### config.mk
export PLATFORM = sky130hd
export DESIGN_NAME = mem_txn_fsm_flat
export DESIGN_NICKNAME = d
export VERILOG_FILES = /design/src/rtl/mem_txn_if.sv /design/src/rtl/mem_txn_fsm.sv /design/src/flat_wrapper.sv
export SDC_FILE = /design/constraint.sdc
export NUM_CORES = 1
export LEC_CHECK = 0
export BUFFER_PORTS_ARGS = -buffer_cell sky130_fd_sc_hd__buf_2
export CORE_UTILIZATION = 35
export CTS_BUF_LIST = sky130_fd_sc_hd__clkbuf_8 sky130_fd_sc_hd__clkbuf_16
export CTS_CLUSTER_SIZE = 12
export DETAILED_ROUTE_END_ITERATION = 7
export PLACE_DENSITY = 0.62
export SLEW_MARGIN = 20
export SYNTH_ARGS = -nofsm -noshare
export SYNTH_HDL_FRONTEND = slang
export SYNTH_SLANG_ARGS = --single-unit
### constraint.sdc
create_clock -name clk -period 4.39 [get_ports clk]
set_clock_uncertainty 0.1 [all_clocks]
set_input_delay 0.439 -clock clk [delete_from_list [all_inputs] [get_ports clk]]
set_output_delay 0.439 -clock clk [all_outputs]
set_load 0.01 [all_outputs]
### src/rtl/mem_txn_if.sv
// mem_txn_if: request, payload and spi_controller byte handshakes of the
// flash transaction sequencer, bundled into one interface.
//   master : the sequencer (mem_txn_fsm)
//   slave  : the requester plus spi_controller side
interface mem_txn_if #(
    parameter int LEN_W = 9
);
    // request channel
    logic             req_valid;
    logic             req_ready;
    logic             req_write;
    logic [23:0]      req_addr;
    logic [LEN_W-1:0] req_len;
    // write payload
    logic             wr_valid;
    logic [7:0]       wr_data;
    logic             wr_ready;
    // read payload
    logic             rd_valid;
    logic [7:0]       rd_data;
    logic             rd_ready;
    // status
    logic             busy;
    logic             done;
    logic             err;
    // spi_controller side
    logic             spi_start;
    logic [15:0]      spi_num_bytes;
    logic             spi_busy;
    logic             spi_done;
    logic             spi_tx_valid;
    logic [7:0]       spi_tx_data;
    logic             spi_tx_ready;
    logic             spi_rx_valid;
    logic [7:0]       spi_rx_data;
    logic             spi_rx_ready;

    modport master (
        input  req_valid, req_write, req_addr, req_len,
        input  wr_valid, wr_data, rd_ready,
        input  spi_busy, spi_done, spi_tx_ready, spi_rx_valid, spi_rx_data,
        output req_ready, wr_ready, rd_valid, rd_data,
        output busy, done, err,
        output spi_start, spi_num_bytes, spi_tx_valid, spi_tx_data, spi_rx_ready
    );

    modport slave (
        output req_valid, req_write, req_addr, req_len,
        output wr_valid, wr_data, rd_ready,
        output spi_busy, spi_done, spi_tx_ready, spi_rx_valid, spi_rx_data,
        input  req_ready, wr_ready, rd_valid, rd_data,
        input  busy, done, err,
        input  spi_start, spi_num_bytes, spi_tx_valid, spi_tx_data, spi_rx_ready
    );
endinterface

### src/rtl/mem_txn_fsm.sv
// mem_txn_fsm: flash transaction sequencer in front of spi_controller.
// Turns one read/write request into READ (0x03) or WREN (0x06) + PAGE
// PROGRAM (0x02) + RDSR (0x05) busy-poll command sequences and streams the
// payload between the requester and the controller byte handshakes.
// Optional feature: define MEM_POLL_TIMEOUT_EN to give up after MAX_POLLS
// busy RDSR results (err=1); otherwise polling continues until SR[0]=0.
module mem_txn_fsm #(
    parameter int LEN_W     = 9,
    parameter int MAX_POLLS = 4096
) (
    input logic       clk,
    input logic       rst,
    mem_txn_if.master bus
);
    localparam int CNT_W = LEN_W + 3;

    if (MAX_POLLS < 1) begin : g_bad_max_polls
        $error("MAX_POLLS must be at least 1");
    end

    typedef enum logic [3:0] {
        IDLE, WREN_GO, WREN_WAIT, CMD_GO, HDR, DATA, CMD_WAIT, POLL_GO, POLL_WAIT, FIN
    } state_t;

    state_t           state;
    logic             is_write;
    logic [23:0]      addr;
    logic [LEN_W-1:0] len;
    logic [CNT_W-1:0] len_ext;
    logic [CNT_W-1:0] tx_cnt;
    logic [CNT_W-1:0] rx_cnt;
    logic             sr_busy;
    logic             sr_now;
    logic             req_ready_r;
    logic             busy_r;
    logic             done_r;
    logic             err_r;
    logic             start_r;
    logic [15:0]      num_r;
    logic [7:0]       hdr_byte;
    logic             req_fire;
    logic             tx_fire;
    logic             rx_fire;
    logic             tx_last;
    logic             poll_sent;

`ifdef MEM_POLL_TIMEOUT_EN
    localparam int POLL_W = $clog2(MAX_POLLS) + 1;
    logic [POLL_W-1:0] poll_cnt;
`endif

    assign bus.req_ready     = req_ready_r;
    assign bus.busy          = busy_r;
    assign bus.done          = done_r;
    assign bus.err           = err_r;
    assign bus.spi_start     = start_r;
    assign bus.spi_num_bytes = num_r;

    assign len_ext   = CNT_W'(len);
    assign req_fire  = bus.req_valid && req_ready_r;
    assign tx_fire   = bus.spi_tx_valid && bus.spi_tx_ready;
    assign rx_fire   = bus.spi_rx_valid && bus.spi_rx_ready;
    assign tx_last   = (tx_cnt + CNT_W'(1)) == len_ext;
    // both RDSR bytes are out once the count reaches 2 or the second one is leaving now
    assign poll_sent = (tx_cnt == CNT_W'(2)) || ((tx_cnt == CNT_W'(1)) && tx_fire);
    // the status byte may land in the same cycle as spi_done
    assign sr_now    = (rx_fire && rx_cnt == CNT_W'(1)) ? bus.spi_rx_data[0] : sr_busy;

    // Command/address header byte selected by position within the header
    always_comb begin
        hdr_byte = 8'h00;
        case (tx_cnt[1:0])
            2'd0:    hdr_byte = is_write ? 8'h02 : 8'h03;
            2'd1:    hdr_byte = addr[23:16];
            2'd2:    hdr_byte = addr[15:8];
            default: hdr_byte = addr[7:0];
        endcase
    end

    // Byte-stream steering: tx source per state, rx drop vs. read pass-through
    always_comb begin
        bus.spi_tx_valid = 1'b0;
        bus.spi_tx_data  = 8'h00;
        bus.wr_ready     = 1'b0;
        bus.rd_valid     = 1'b0;
        bus.rd_data      = 8'h00;
        bus.spi_rx_ready = 1'b0;
        case (state)
            WREN_WAIT: begin
                bus.spi_tx_valid = (tx_cnt == '0);
                bus.spi_tx_data  = 8'h06;
                bus.spi_rx_ready = 1'b1;
            end
            HDR: begin
                bus.spi_tx_valid = 1'b1;
                bus.spi_tx_data  = hdr_byte;
            end
            DATA: begin
                if (is_write) begin
                    bus.spi_tx_valid = bus.wr_valid;
                    bus.spi_tx_data  = bus.wr_data;
                    bus.wr_ready     = bus.spi_tx_ready;
                end else begin
                    bus.spi_tx_valid = 1'b1;
                    bus.spi_tx_data  = 8'h00;
                end
            end
            POLL_WAIT: begin
                bus.spi_tx_valid = (tx_cnt < CNT_W'(2));
                bus.spi_tx_data  = (tx_cnt == '0) ? 8'h05 : 8'h00;
                bus.spi_rx_ready = 1'b1;
            end
            default: ;
        endcase
        // during the main command the first 4 rx bytes echo the header and are dropped
        if (state == HDR || state == DATA || state == CMD_WAIT) begin
            if (is_write || rx_cnt < CNT_W'(4)) begin
                bus.spi_rx_ready = 1'b1;
            end else begin
                bus.rd_valid     = bus.spi_rx_valid;
                bus.rd_data      = bus.spi_rx_data;
                bus.spi_rx_ready = bus.rd_ready;
            end
        end
    end

    // Request fields and RDSR status bit (data path, no reset)
    always_ff @(posedge clk) begin
        if (req_fire) begin
            addr <= bus.req_addr;
            len  <= bus.req_len;
        end
        if (rx_fire && rx_cnt == CNT_W'(1)) begin
            sr_busy <= bus.spi_rx_data[0];
        end
    end

    // Transaction sequencer with registered control outputs
    always_ff @(posedge clk or posedge rst) begin
        if (rst) begin
            state       <= IDLE;
            is_write    <= 1'b0;
            tx_cnt      <= '0;
            rx_cnt      <= '0;
            req_ready_r <= 1'b0;
            busy_r      <= 1'b0;
            done_r      <= 1'b0;
            err_r       <= 1'b0;
            start_r     <= 1'b0;
            num_r       <= 16'h0000;
`ifdef MEM_POLL_TIMEOUT_EN
            poll_cnt    <= '0;
`endif
        end else begin
            start_r <= 1'b0;
            done_r  <= 1'b0;
            if (rx_fire) begin
                rx_cnt <= rx_cnt + CNT_W'(1);
            end
            case (state)
                IDLE: begin
                    req_ready_r <= 1'b1;
                    if (req_fire) begin
                        req_ready_r <= 1'b0;
                        busy_r      <= 1'b1;
                        err_r       <= 1'b0;
                        is_write    <= bus.req_write;
`ifdef MEM_POLL_TIMEOUT_EN
                        poll_cnt    <= '0;
`endif
                        if (bus.req_len == '0) begin
                            done_r <= 1'b1;
                            state  <= FIN;
                        end else if (bus.req_write && (32'(bus.req_len) > 32'd256)) begin
                            err_r  <= 1'b1;
                            done_r <= 1'b1;
                            state  <= FIN;
                        end else if (bus.req_write) begin
                            state <= WREN_GO;
                        end else begin
                            state <= CMD_GO;
                        end
                    end
                end
                WREN_GO: begin
                    if (!bus.spi_busy) begin
                        start_r <= 1'b1;
                        num_r   <= 16'd1;
                        tx_cnt  <= '0;
                        rx_cnt  <= '0;
                        state   <= WREN_WAIT;
                    end
                end
                WREN_WAIT: begin
                    if (tx_fire) begin
                        tx_cnt <= tx_cnt + CNT_W'(1);
                    end
                    if (bus.spi_done) begin
                        if (tx_cnt != '0 || tx_fire) begin
                            state <= CMD_GO;
                        end else begin
                            err_r  <= 1'b1;
                            done_r <= 1'b1;
                            state  <= FIN;
                        end
                    end
                end
                CMD_GO: begin
                    if (!bus.spi_busy) begin
                        start_r <= 1'b1;
                        num_r   <= 16'(len) + 16'd4;
                        tx_cnt  <= '0;
                        rx_cnt  <= '0;
                        state   <= HDR;
                    end
                end
                HDR: begin
                    if (tx_fire) begin
                        tx_cnt <= tx_cnt + CNT_W'(1);
                    end
                    if (tx_fire && tx_cnt == CNT_W'(3)) begin
                        tx_cnt <= '0;
                        state  <= DATA;
                    end else if (bus.spi_done) begin
                        err_r  <= 1'b1;
                        done_r <= 1'b1;
                        state  <= FIN;
                    end
                end
                DATA: begin
                    if (tx_fire) begin
                        tx_cnt <= tx_cnt + CNT_W'(1);
                    end
                    if (tx_fire && tx_last) begin
                        state <= CMD_WAIT;
                    end else if (bus.spi_done) begin
                        err_r  <= 1'b1;
                        done_r <= 1'b1;
                        state  <= FIN;
                    end
                end
                CMD_WAIT: begin
                    if (bus.spi_done) begin
                        if (is_write) begin
                            state <= POLL_GO;
                        end else begin
                            done_r <= 1'b1;
                            state  <= FIN;
                        end
                    end
                end
                POLL_GO: begin
                    if (!bus.spi_busy) begin
                        start_r <= 1'b1;
                        num_r   <= 16'd2;
                        tx_cnt  <= '0;
                        rx_cnt  <= '0;
                        state   <= POLL_WAIT;
                    end
                end
                POLL_WAIT: begin
                    if (tx_fire) begin
                        tx_cnt <= tx_cnt + CNT_W'(1);
                    end
                    if (bus.spi_done) begin
                        if (!poll_sent) begin
                            err_r  <= 1'b1;
                            done_r <= 1'b1;
                            state  <= FIN;
                        end else if (sr_now) begin
`ifdef MEM_POLL_TIMEOUT_EN
                            if (poll_cnt == POLL_W'(MAX_POLLS - 1)) begin
                                err_r  <= 1'b1;
                                done_r <= 1'b1;
                                state  <= FIN;
                            end else begin
                                poll_cnt <= poll_cnt + POLL_W'(1);
                                state    <= POLL_GO;
                            end
`else
                            state <= POLL_GO;
`endif
                        end else begin
                            done_r <= 1'b1;
                            state  <= FIN;
                        end
                    end
                end
                FIN: begin
                    busy_r      <= 1'b0;
                    req_ready_r <= 1'b1;
                    state       <= IDLE;
                end
                default: begin
                    state <= IDLE;
                end
            endcase
        end
    end
endmodule

### src/flat_wrapper.sv
// flat-port wrapper written by rule: the top's interface ports become plain ports
module mem_txn_fsm_flat 
#(
    parameter int LEN_W     = 9,
    parameter int MAX_POLLS = 4096
)
  (clk, rst, bus_req_valid, bus_req_write, bus_req_addr, bus_req_len, bus_wr_valid, bus_wr_data, bus_rd_ready, bus_spi_busy, bus_spi_done, bus_spi_tx_ready, bus_spi_rx_valid, bus_spi_rx_data, bus_req_ready, bus_wr_ready, bus_rd_valid, bus_rd_data, bus_busy, bus_done, bus_err, bus_spi_start, bus_spi_num_bytes, bus_spi_tx_valid, bus_spi_tx_data, bus_spi_rx_ready);
  mem_txn_if #(.LEN_W(LEN_W)) bus_i ();
  input logic clk;
  input logic rst;
  input wire logic [$bits(bus_i.req_valid)-1:0] bus_req_valid;
  input wire logic [$bits(bus_i.req_write)-1:0] bus_req_write;
  input wire logic [$bits(bus_i.req_addr)-1:0] bus_req_addr;
  input wire logic [$bits(bus_i.req_len)-1:0] bus_req_len;
  input wire logic [$bits(bus_i.wr_valid)-1:0] bus_wr_valid;
  input wire logic [$bits(bus_i.wr_data)-1:0] bus_wr_data;
  input wire logic [$bits(bus_i.rd_ready)-1:0] bus_rd_ready;
  input wire logic [$bits(bus_i.spi_busy)-1:0] bus_spi_busy;
  input wire logic [$bits(bus_i.spi_done)-1:0] bus_spi_done;
  input wire logic [$bits(bus_i.spi_tx_ready)-1:0] bus_spi_tx_ready;
  input wire logic [$bits(bus_i.spi_rx_valid)-1:0] bus_spi_rx_valid;
  input wire logic [$bits(bus_i.spi_rx_data)-1:0] bus_spi_rx_data;
  output wire logic [$bits(bus_i.req_ready)-1:0] bus_req_ready;
  output wire logic [$bits(bus_i.wr_ready)-1:0] bus_wr_ready;
  output wire logic [$bits(bus_i.rd_valid)-1:0] bus_rd_valid;
  output wire logic [$bits(bus_i.rd_data)-1:0] bus_rd_data;
  output wire logic [$bits(bus_i.busy)-1:0] bus_busy;
  output wire logic [$bits(bus_i.done)-1:0] bus_done;
  output wire logic [$bits(bus_i.err)-1:0] bus_err;
  output wire logic [$bits(bus_i.spi_start)-1:0] bus_spi_start;
  output wire logic [$bits(bus_i.spi_num_bytes)-1:0] bus_spi_num_bytes;
  output wire logic [$bits(bus_i.spi_tx_valid)-1:0] bus_spi_tx_valid;
  output wire logic [$bits(bus_i.spi_tx_data)-1:0] bus_spi_tx_data;
  output wire logic [$bits(bus_i.spi_rx_ready)-1:0] bus_spi_rx_ready;
  assign bus_i.req_valid = bus_req_valid;
  assign bus_i.req_write = bus_req_write;
  assign bus_i.req_addr = bus_req_addr;
  assign bus_i.req_len = bus_req_len;
  assign bus_i.wr_valid = bus_wr_valid;
  assign bus_i.wr_data = bus_wr_data;
  assign bus_i.rd_ready = bus_rd_ready;
  assign bus_i.spi_busy = bus_spi_busy;
  assign bus_i.spi_done = bus_spi_done;
  assign bus_i.spi_tx_ready = bus_spi_tx_ready;
  assign bus_i.spi_rx_valid = bus_spi_rx_valid;
  assign bus_i.spi_rx_data = bus_spi_rx_data;
  assign bus_req_ready = bus_i.req_ready;
  assign bus_wr_ready = bus_i.wr_ready;
  assign bus_rd_valid = bus_i.rd_valid;
  assign bus_rd_data = bus_i.rd_data;
  assign bus_busy = bus_i.busy;
  assign bus_done = bus_i.done;
  assign bus_err = bus_i.err;
  assign bus_spi_start = bus_i.spi_start;
  assign bus_spi_num_bytes = bus_i.spi_num_bytes;
  assign bus_spi_tx_valid = bus_i.spi_tx_valid;
  assign bus_spi_tx_data = bus_i.spi_tx_data;
  assign bus_spi_rx_ready = bus_i.spi_rx_ready;
  mem_txn_fsm #(.LEN_W(LEN_W), .MAX_POLLS(MAX_POLLS)) u_core (.clk(clk), .rst(rst), .bus(bus_i));
endmodule
-- Word level (Yosys, flattened, before mapping)
Cells that the tools add are included.
- flip-flop bits (word level): 84
- bits of input ports: 59
- output and inout bits: 41
- word-level logic and storage cells: 154
- $add $sub $neg: 3
- $lt $le $gt $ge: 3
- equality and inequality tests: 28
- muxes and demuxes: 76
- reductions and logical operators: 31
- operator list (operator ; count):
    $mux 12 ; 6
    $mux 4 ; 16
    $mux 16 ; 3
    $pmux 16 s3 ; 1
    $mux 1 ; 36
    $pmux 12 s3 ; 1
    $pmux 4 s9 ; 1
    $pmux 8 s4 ; 1
    $add 12x1->12 const B ; 2
    $eq 12x1->1 const B ; 2
    $eq 12x2->1 const B ; 2
    $mux 8 ; 3
    $pmux 8 s3 ; 1
    $ne 2x2->1 const B ; 11
    $eq 4x3->1 const B ; 4
    $eq 12x9->1 ; 1
    $logic_not 12->1 ; 1
    $lt 12x2->1 const B ; 1
    $lt 12x3->1 const B ; 1
    $reduce_bool 12->1 ; 1
    $add 9x3->10 const B ; 1
    $gt 9x9->1 const B ; 1
    $logic_not 9->1 ; 1
    $eq 4x2->1 const B ; 2
    other kinds (24) ; 41

-- Logic depth before layout (Yosys ltp)
Gate-level depths: netlist of the first run.
- word-level depth: 11
- mapped depth: 10

-- Worst setup path after synthesis of the first run
No wires, ideal clock.
- kind: reg2reg
- from: register u_core.tx_cnt[0]
- to: register u_core.err_r (netlist: u_core.bus.err)
- arrival: 2.259 ns
- slack: 1.903 ns
- stages on the path, launching flop included: 10
- path buffers: 0
- period minus slack after synthesis: 2.487 ns
- path through: dfrtp_1 > inv_1 > ha_1 > and3b_1 > o21ai_0 > nor2_1 > o311a_1 > nor4_1 > nand2_1 > mux2_1
- word-level cells in the longest chain between the ends: 7
- elaborated cells on any way between the ends: 20
- ends and longest elaborated chain (element ; line ; text):
    start: declaration ; mem_txn_fsm.sv:30 ; logic [CNT_W-1:0] tx_cnt;
    start signal: assignment ; mem_txn_fsm.sv:196 ; tx_cnt <= tx_cnt + CNT_W'(1);
    start signal: assignment ; mem_txn_fsm.sv:219 ; tx_cnt <= tx_cnt + CNT_W'(1);
    start signal: assignment ; mem_txn_fsm.sv:232 ; tx_cnt <= tx_cnt + CNT_W'(1);
    $lt 12x2->1 / $logic_not 12->1 (equally long branches) ; mem_txn_fsm.sv:109, mem_txn_fsm.sv:90 ;
    $pmux 1 s4 ; mem_txn_fsm.sv:88 ; case (state)
    $logic_and 1x1->1 ; mem_txn_fsm.sv:61 ; assign tx_fire = bus.spi_tx_valid && bus.spi_tx_ready;
    $logic_and 1x1->1 ; mem_txn_fsm.sv:65 ; assign poll_sent = (tx_cnt == CNT_W'(2)) || ((tx_cnt == CNT_W'(1)) && tx_fire);
    $logic_or 1x1->1 ; mem_txn_fsm.sv:65 ;
    $ne 2x2->1 (no line) ; -- ;
    $reduce_and 8->1 (no line) (*) ; -- ;
    end signal: assignment ; mem_txn_fsm.sv:148 ; err_r <= 1'b0;
    end signal: assignment ; mem_txn_fsm.sv:166 ; err_r <= 1'b0;
    end signal: assignment ; mem_txn_fsm.sv:175 ; err_r <= 1'b1;
    end: declaration ; mem_txn_fsm.sv:37 ; logic err_r;
Every way passes the cells marked *; elsewhere a longest branch is shown, timed or not.
A chain may end at the register's enable or synchronous reset.

-- Worst setup path after layout of the first run
- from: register u_core.state[3]
- to: output bus_spi_tx_data[2]
- word-level cells in the longest chain between the ends: 2
- elaborated cells on any way between the ends: 5
- ends and longest elaborated chain (element ; line ; text):
    start: declaration ; mem_txn_fsm.sv:25 ; state_t state;
    start signal: assignment ; mem_txn_fsm.sv:141 ; state <= IDLE;
    start signal: assignment ; mem_txn_fsm.sv:173 ; state <= FIN;
    start signal: assignment ; mem_txn_fsm.sv:177 ; state <= FIN;
    $eq 4x4->1 (tied with other cells) ; mem_txn_fsm.sv:88 ;
    $pmux 8 s4 (*) ; mem_txn_fsm.sv:88 ;
    end: declaration ; flat_wrapper.sv:33 ; output wire logic [$bits(bus_i.spi_tx_data)-1:0] bus_spi_tx_data;
Marks and branches as above.

==> metrics.yaml, run 1 <==
synth:
  synth-compound-area-share: 0.142
  ys.flop_type: "dfrtp_1"
  synth.largest_area_cell: "dfrtp_1"
  synth-simple-area-share: 0.232
  synth_top_family_by_area: "simple AND/OR/NAND/NOR gates"
  synth_edf_count: 33
  yosys-top-cells-count: "58 x nand2_1, 55 x nor2_1, 44 x dfrtp_1"
  synth_top_area_share: 0.244
  synthMuxAreaShare: 0.0128
  synth_area_leaders: "dfrtp_1 24%, edfxtp_1 22%, nand2_1 4.8%, nor2_1 4.6%, xor2_1 3.7%"
  synthAdderAreaFrac: 0.0194
  synth_xor_area_frac: 0.0661
  synth.ff_latch_count: 78
  synthArstFlopShare: 0.564
  syn_avg_cell_area_um2: 9.31
  synthesis.area_um2: 4510
  netlist_instances: 484
  ys_seq_area_frac: 0.469
  synth_most_common_cell: "nand2_1"
  yosys_warnings: 0
  yosysUniqueCellTypes: 70
critical_path:
  cp-startpoint: "u_core.state[3]$_DFFE_PP0P_"
  cp_slowest_stage_delay_ps: 860
  crit_chain: "clkinv_1 > nand2_1 > nor3_1 > a221oi_1 > nand2_1 > buf_2"
  cp_slowest_cell: "dfrtp_1"
  critical_path_peak_fanout: 25
  cp_top_family: "flip-flops"
  reg2reg_from: "u_core.state[3]$_DFFE_PP0P_"
  worstSetupEndpointType: "output pin"
  reg2reg_to: "u_core.tx_cnt[2]$_DFFE_PP0P_"
  rr_worst_depth: 7
  regToRegSetupSlack_ps: 1310
  critPathLaunchType: "flop"
  critPathRequiredTime_ps: 3850
  crit_type: "reg -> out"
  worst_path_most_repeated_cell: "nand2_1"
  arrival_ps: 2610
  critPathBufInv: 2
layout:
  nFillCells: 1245
  num_antenna_cells: 0
  areaGrowthSynthToFinish_pct: 18.9
  drive_gt1_frac: 0.218
  nets: 626
global_routing:
  gr-total-overflow: 0
  grt_max_degree: 45
  first_global_vias: 3574
  grt_use_total: 0.174
  antenna_found_initial: 0
  grt_pass1_wl_mm: 17.9
cts:
  clk_latency_ps: 340
  clk_path_buf_depth: 2
  cts_buffers: 9
  cts_tree: "done"
  clock-sinks: 78
  cts_resized: 0
  htreeDepth: 3
  postCtsHoldBufs: 0
  cts-root-buf: "clkbuf_16"
  post_cts_buffers: 0
  cts.reportedPaths.clkPinSlew_ps: 60
sta:
  setup_slack_ps: 1240
  finalSetupViolCount: 0
  drv_slew: 0
  worst_pin_slew_ps: 915
  finalHoldViolCount: 0
  post-route-period-util: 0.717
  rsz0062_at_grt: "false"
  fin_setup_tns_ps: 0
  fin_crit_ps: 3150
  slew_headroom: 0.390
  fmax_ghz: 0.318
die:
  initial_utilization: 0.359
  dieHeight_um: 115
  ios: 100
  core.rowCount: 41
  die-area_um2: 13300
  die_w_um: 115
  coreArea_um2: 12600
route:
  wirelength_mm: 11.1
  routedWlPerCell_um: 15.0
  drcViolationCount: 0
  drt_iter0_drc: 351
  via_per_inst: 5.21
  firstDrtPassIters: 5
  drtAntennaViolNets: 0
  vias: 3837
placed_design:
  io_buffers: 93
  gp_congestion: 0.891
  dpl.hpwl_mm: 8.07
  dp_slack_ps: 1330
power_and_ir_drop:
  powerDensity_nw_per_um2: 533
  peakVddDrop_uv: 253
  p_leak_nw: 2.30
job:
  drv_cap: 0
outcome:
  outcome: "completed"
min_path:
  hold_class: "in -> async"
[worst max-delay path by stage]
stage | endpoint | slack, ps | cells past startpoint
floorplan | u_core.bus.err$_DFFE_PP0P_ | 1900 | 9
global placement | u_core.bus.err$_DFFE_PP0P_ | 1440 | 8
detailed placement | u_core.bus.err$_DFFE_PP0P_ | 1330 | 8
CTS | bus_spi_tx_data[2] | 1290 | 6
global route | bus_spi_tx_data[6] | 960 | 6
finish | bus_spi_tx_data[2] | 1240 | 6
[stage by stage]
stage / utilization / instances / power (mW) / hold slack, ps / instance area, um2
2_1_floorplan: - / 489 / 1.75 / 360 / 4530
3_3_place_gp: 0.400 / 721 / 2.02 / 368 / 5030
3_5_place_dp: 0.400 / 721 / 2.03 / 368 / 5030
4_1_cts: 0.426 / 737 / 2.88 / 158 / 5360
5_1_grt: 0.426 / 737 / 3.04 / 158 / 5360
6_report: 0.426 / 737 / 2.86 / 143 / 5360
[final cells by class]
type	count	area [um2]	area share
Inverter	15	56.3	0.0105
Tap cell	172	215	0.0402
Multi-Input combinational cell	360	2150	0.402
Clock inverter	7	106	0.0199
Clock buffer	9	225	0.0420
Timing Repair Buffer	96	488	0.0911
Sequential cell	78	2110	0.394
[layer usage]
layer,up-vias,share of wire,track usage
li1,1873,-,-
met1,1796,0.46,0.233
met2,148,0.46,0.272
met3,20,0.065,0.0460
met4,0,0.021,0.0649
met5,-,0,0
[power breakdown]
group | internal (mW) | leakage, nW | total, mW | switching [mW]
clock network | 0.548 | 0.169 | 0.834 | 0.285
registers | 0.927 | 0.908 | 1.10 | 0.178
logic | 0.365 | 1.22 | 0.918 | 0.553
total | 1.84 | 2.30 | 2.86 | 1.02
[flip-flops by register name, indices dropped and copies added, names as in the netlist]
name,flops
u_core.addr,24
u_core.bus.busy,1
u_core.bus.done,1
u_core.bus.err,1
u_core.bus.req_ready,1
u_core.bus.spi_num_bytes,10
u_core.bus.spi_start,1
u_core.is_write,1
u_core.len,9
u_core.rx_cnt,12
u_core.sr_busy,1
u_core.state,4
u_core.tx_cnt,12
[cell families after synthesis]
| group | after synthesis |
|---|---|
| other | 1 |
| XOR/XNOR | 34 |
| buffers and inverters | 51 |
| AND/OR/NAND/NOR | 210 |
| adder cells (fa/ha/maj) | 7 |
| flip-flops | 78 |
| multiplexers | 5 |
| AO/OA/AOI/OAI | 98 |
[worst min-delay path: cells and delay by family]
family / cells / cell delay (ps)
buffers and inverters: 3 / 600
[layout by cell type (no fill, tap or decap), types with 3 or more instances in the layout]
cell	n
a21oi_1	25
a22oi_1	9
a31oi_1	3
and2_1	12
and3_1	7
buf_2	93
buf_4	3
bufinv_16	3
clkbuf_16	9
clkinv_1	3
conb_1	6
dfrtp_1	44
edfxtp_1	33
ha_1	7
inv_1	14
nand2_1	58
nand2b_1	5
nand3_1	19
nand4_1	12
nor2_1	55
nor3_1	14
nor3b_1	3
nor4_1	9
o211ai_1	3
o21ai_0	24
o22ai_1	5
o31ai_1	4
xnor2_1	15
xor2_1	19
Note: power is estimated with default switching activity, not from simulation.
==> run 2, diff against run 1 <==
==> constraint.sdc (replaced) <==
create_clock -name clk -period 3.1 [get_ports clk]
set_clock_uncertainty 0.1 [all_clocks]
set_input_delay 0.31 -clock clk [delete_from_list [all_inputs] [get_ports clk]]
set_output_delay 0.31 -clock clk [all_outputs]
set_load 0.01 [all_outputs]
==> run 2 against run 1 <==
  * Die area is the same
  * Flip-flop and latch count unchanged
  * Cell count rose by 1.2%
  * Power up 38%
  * Critical endpoint unchanged
  * Largest cell class unchanged
  * Wire length rose by 3.9%
  * Highest routed layer unchanged
  * Core utilization rose by 0.19 points
  * Non-clock buffer count up 9
==> metrics.yaml, run 2 (synthesized netlist as in run 1, its figures left out) <==
critical_path:
  crit_chain: "buf_4 > clkinv_1 > nand2_1 > nor3_1 > buf_4 > a221oi_1 > nand2_1 > buf_2"  # was clkinv_1 > nand2_1 > nor3_1 > a221oi_1 > nand2_1 > buf_2
  cp_slowest_cell: "dfrtp_1"  # unchanged
  cp_slowest_stage_delay_ps: 630  # was 860 ps
  reg2reg_from: "u_core.tx_cnt[0]$_DFFE_PP0P_"  # was u_core.state[3]$_DFFE_PP0P_
  cp_top_family: "buffers and inverters"  # was flip-flops
  critPathRequiredTime_ps: 2690  # was 3850 ps
  arrival_ps: 2450  # was 2610 ps
  cp.depth: 8  # was 6
  cp-startpoint: "u_core.state[3]$_DFFE_PP0P_"  # unchanged
  rr_worst_depth: 9  # was 7
  reg2reg_to: "u_core.bus.err$_DFFE_PP0P_"  # was u_core.tx_cnt[2]$_DFFE_PP0P_
  crit_type: "reg -> out"  # unchanged
  critPathLaunchType: "flop"  # unchanged
  worstSetupEndpointType: "output pin"  # unchanged
  critPathBufInv: 4  # was 2
  critical_path_peak_fanout: 13  # was 25
  regToRegSetupSlack_ps: 300  # was 1310 ps
  worstSetupEndpoint: "bus_spi_tx_data[2]"  # unchanged
sta:
  fin_setup_tns_ps: 0  # unchanged
  finalSetupViolCount: 0  # unchanged
  fin_crit_ps: 2860
  rsz0062_at_grt: "false"  # unchanged
  worst_pin_slew_ps: 558  # was 915 ps
  slew_headroom: 0.624  # was 0.390
  setup_slack_ps: 244  # was 1240 ps
  fmax_ghz: 0.350
  post-route-period-util: 0.921
  hold_ws_ps: 34.8  # was 143 ps
  drv_slew: 0  # unchanged
  finalHoldViolCount: 0  # unchanged
layout:
  layout_commonest_cell: "buf_2"  # unchanged
  largest-register: "u_core.addr"  # unchanged
  nFillCells: 1238  # was 1245
  areaGrowthSynthToFinish_pct: 19.4  # was 18.9%
  final_cell_area_um2: 5380  # was 5360 um2
  final_cell_mix: "93 x buf_2, 58 x nand2_1, 55 x nor2_1, 44 x dfrtp_1, 33 x edfxtp_1"  # unchanged
  nets: 635  # was 626
  drive_gt1_frac: 0.232  # was 0.218
  largest_register_ff_count: 24  # unchanged
  reg_top3: "u_core.addr x24, u_core.rx_cnt x12, u_core.tx_cnt x12"  # unchanged
  num_antenna_cells: 0  # unchanged
  finalNonFillerCells: 746  # was 737
  postLayoutCoreUtil: 0.428  # was 0.426
placed_design:
  gp_congestion: 0.868  # was 0.891
  io_buffers: 93  # unchanged
  place_area_um2: 5090  # was 5030 um2
  dpl.hpwl_mm: 8.48  # was 8.07 mm
  dp.cells: 729  # was 721
  dp_slack_ps: 340  # was 1330 ps
min_path:
  hold_class: "in -> reg"  # was in -> async
global_routing:
  grt_use_total: 0.183  # was 0.174
  grt_pass1_wl_mm: 18.6  # was 17.9 mm
  first_global_vias: 3703  # was 3574
  grt_max_degree: 34  # was 45
  gr-total-overflow: 0  # unchanged
  antenna_found_initial: 0  # unchanged
route:
  drcViolationCount: 0  # unchanged
  firstDrtPassIters: 5  # unchanged
  wirelength_mm: 11.5  # was 11.1 mm
  drtAntennaViolNets: 0  # unchanged
  routedWlPerCell_um: 15.4  # was 15.0 um
  via_per_inst: 5.27  # was 5.21
  vias: 3931  # was 3837
  drt_iter0_drc: 260  # was 351
power_and_ir_drop:
  powerDensity_nw_per_um2: 735  # was 533 nW/um2
  p_total_mw: 3.95  # was 2.86 mW
  p_leak_nw: 2.32  # was 2.30 nW
  peakVddDrop_uv: 296  # was 253 uV
cts:
  cts_tree: "done"  # unchanged
  postCtsHoldBufs: 1  # was 0
  htreeDepth: 3  # unchanged
  cts.reportedPaths.clkPinSlew_ps: 60  # about the same
  clock-sinks: 78  # unchanged
  cts_resized: 0  # unchanged
  cts_buffers: 9  # unchanged
  cts-root-buf: "clkbuf_16"  # unchanged
  clk_path_buf_depth: 2  # unchanged
  clk_latency_ps: 350  # was 340 ps
  post_cts_buffers: 0  # unchanged
die:
  die-area_um2: 13300  # unchanged
  dieHeight_um: 115  # unchanged
  initial_utilization: 0.359  # unchanged
  coreArea_um2: 12600  # unchanged
  die_w_um: 115  # unchanged
  core.rowCount: 41  # unchanged
  ios: 100  # unchanged
job:
  drv_cap: 0  # unchanged
outcome:
  outcome: "completed"  # unchanged
run 2: cell types whose count changed in the layout (fill, tap and decap cells not counted), sizes merged:
cell | before | now
buf | 96 | 104
bufinv | 3 | 0
clkbuf | 9 | 10
clkinv | 4 | 5
clkinvlp | 0 | 1
dlygate4sd3 | 0 | 1
run 2: worst min-delay path by stage:
stage          depth (start not counted)  slack [ps]              from                                      end
3_3_place_gp                           2         160               rst  u_core.bus.spi_num_bytes[7]$_DFFE_PP0P_
4_1_cts                                1          20   bus_req_addr[4]                 u_core.addr[4]$_DFFE_PP_
6_report                               1          30   bus_req_addr[7]                 u_core.addr[7]$_DFFE_PP_
2_1_floorplan                          0         310   bus_req_addr[0]                 u_core.addr[0]$_DFFE_PP_
5_1_grt                                1          30  bus_req_addr[14]                u_core.addr[14]$_DFFE_PP_
3_5_place_dp                           2         170               rst  u_core.bus.spi_num_bytes[7]$_DFFE_PP0P_
run 2: where the power goes:
group	switching (mW)	internal [mW]	total, mW
registers	0.207	1.31	1.52
clock network	0.436	0.586	1.02
logic	0.852	0.559	1.41
total	1.50	2.46	3.95
run 2: final cells by class:
cell class,instances,area (um2),share of cell area
clock inverters,6,35.0,0.00651
well taps,172,215,0.0400
repair buffers,105,558,0.104
clock buffers,10,250,0.0465
flip-flops and latches,78,2110,0.392
multi-input cells,360,2150,0.400
inverters,15,56.3,0.0105
run 2: metal layers:
layer  GRT usage  share of wire
met5           0              0
met3      0.0429          0.059
met2       0.296           0.47
met4      0.0883          0.026
met1       0.232           0.45
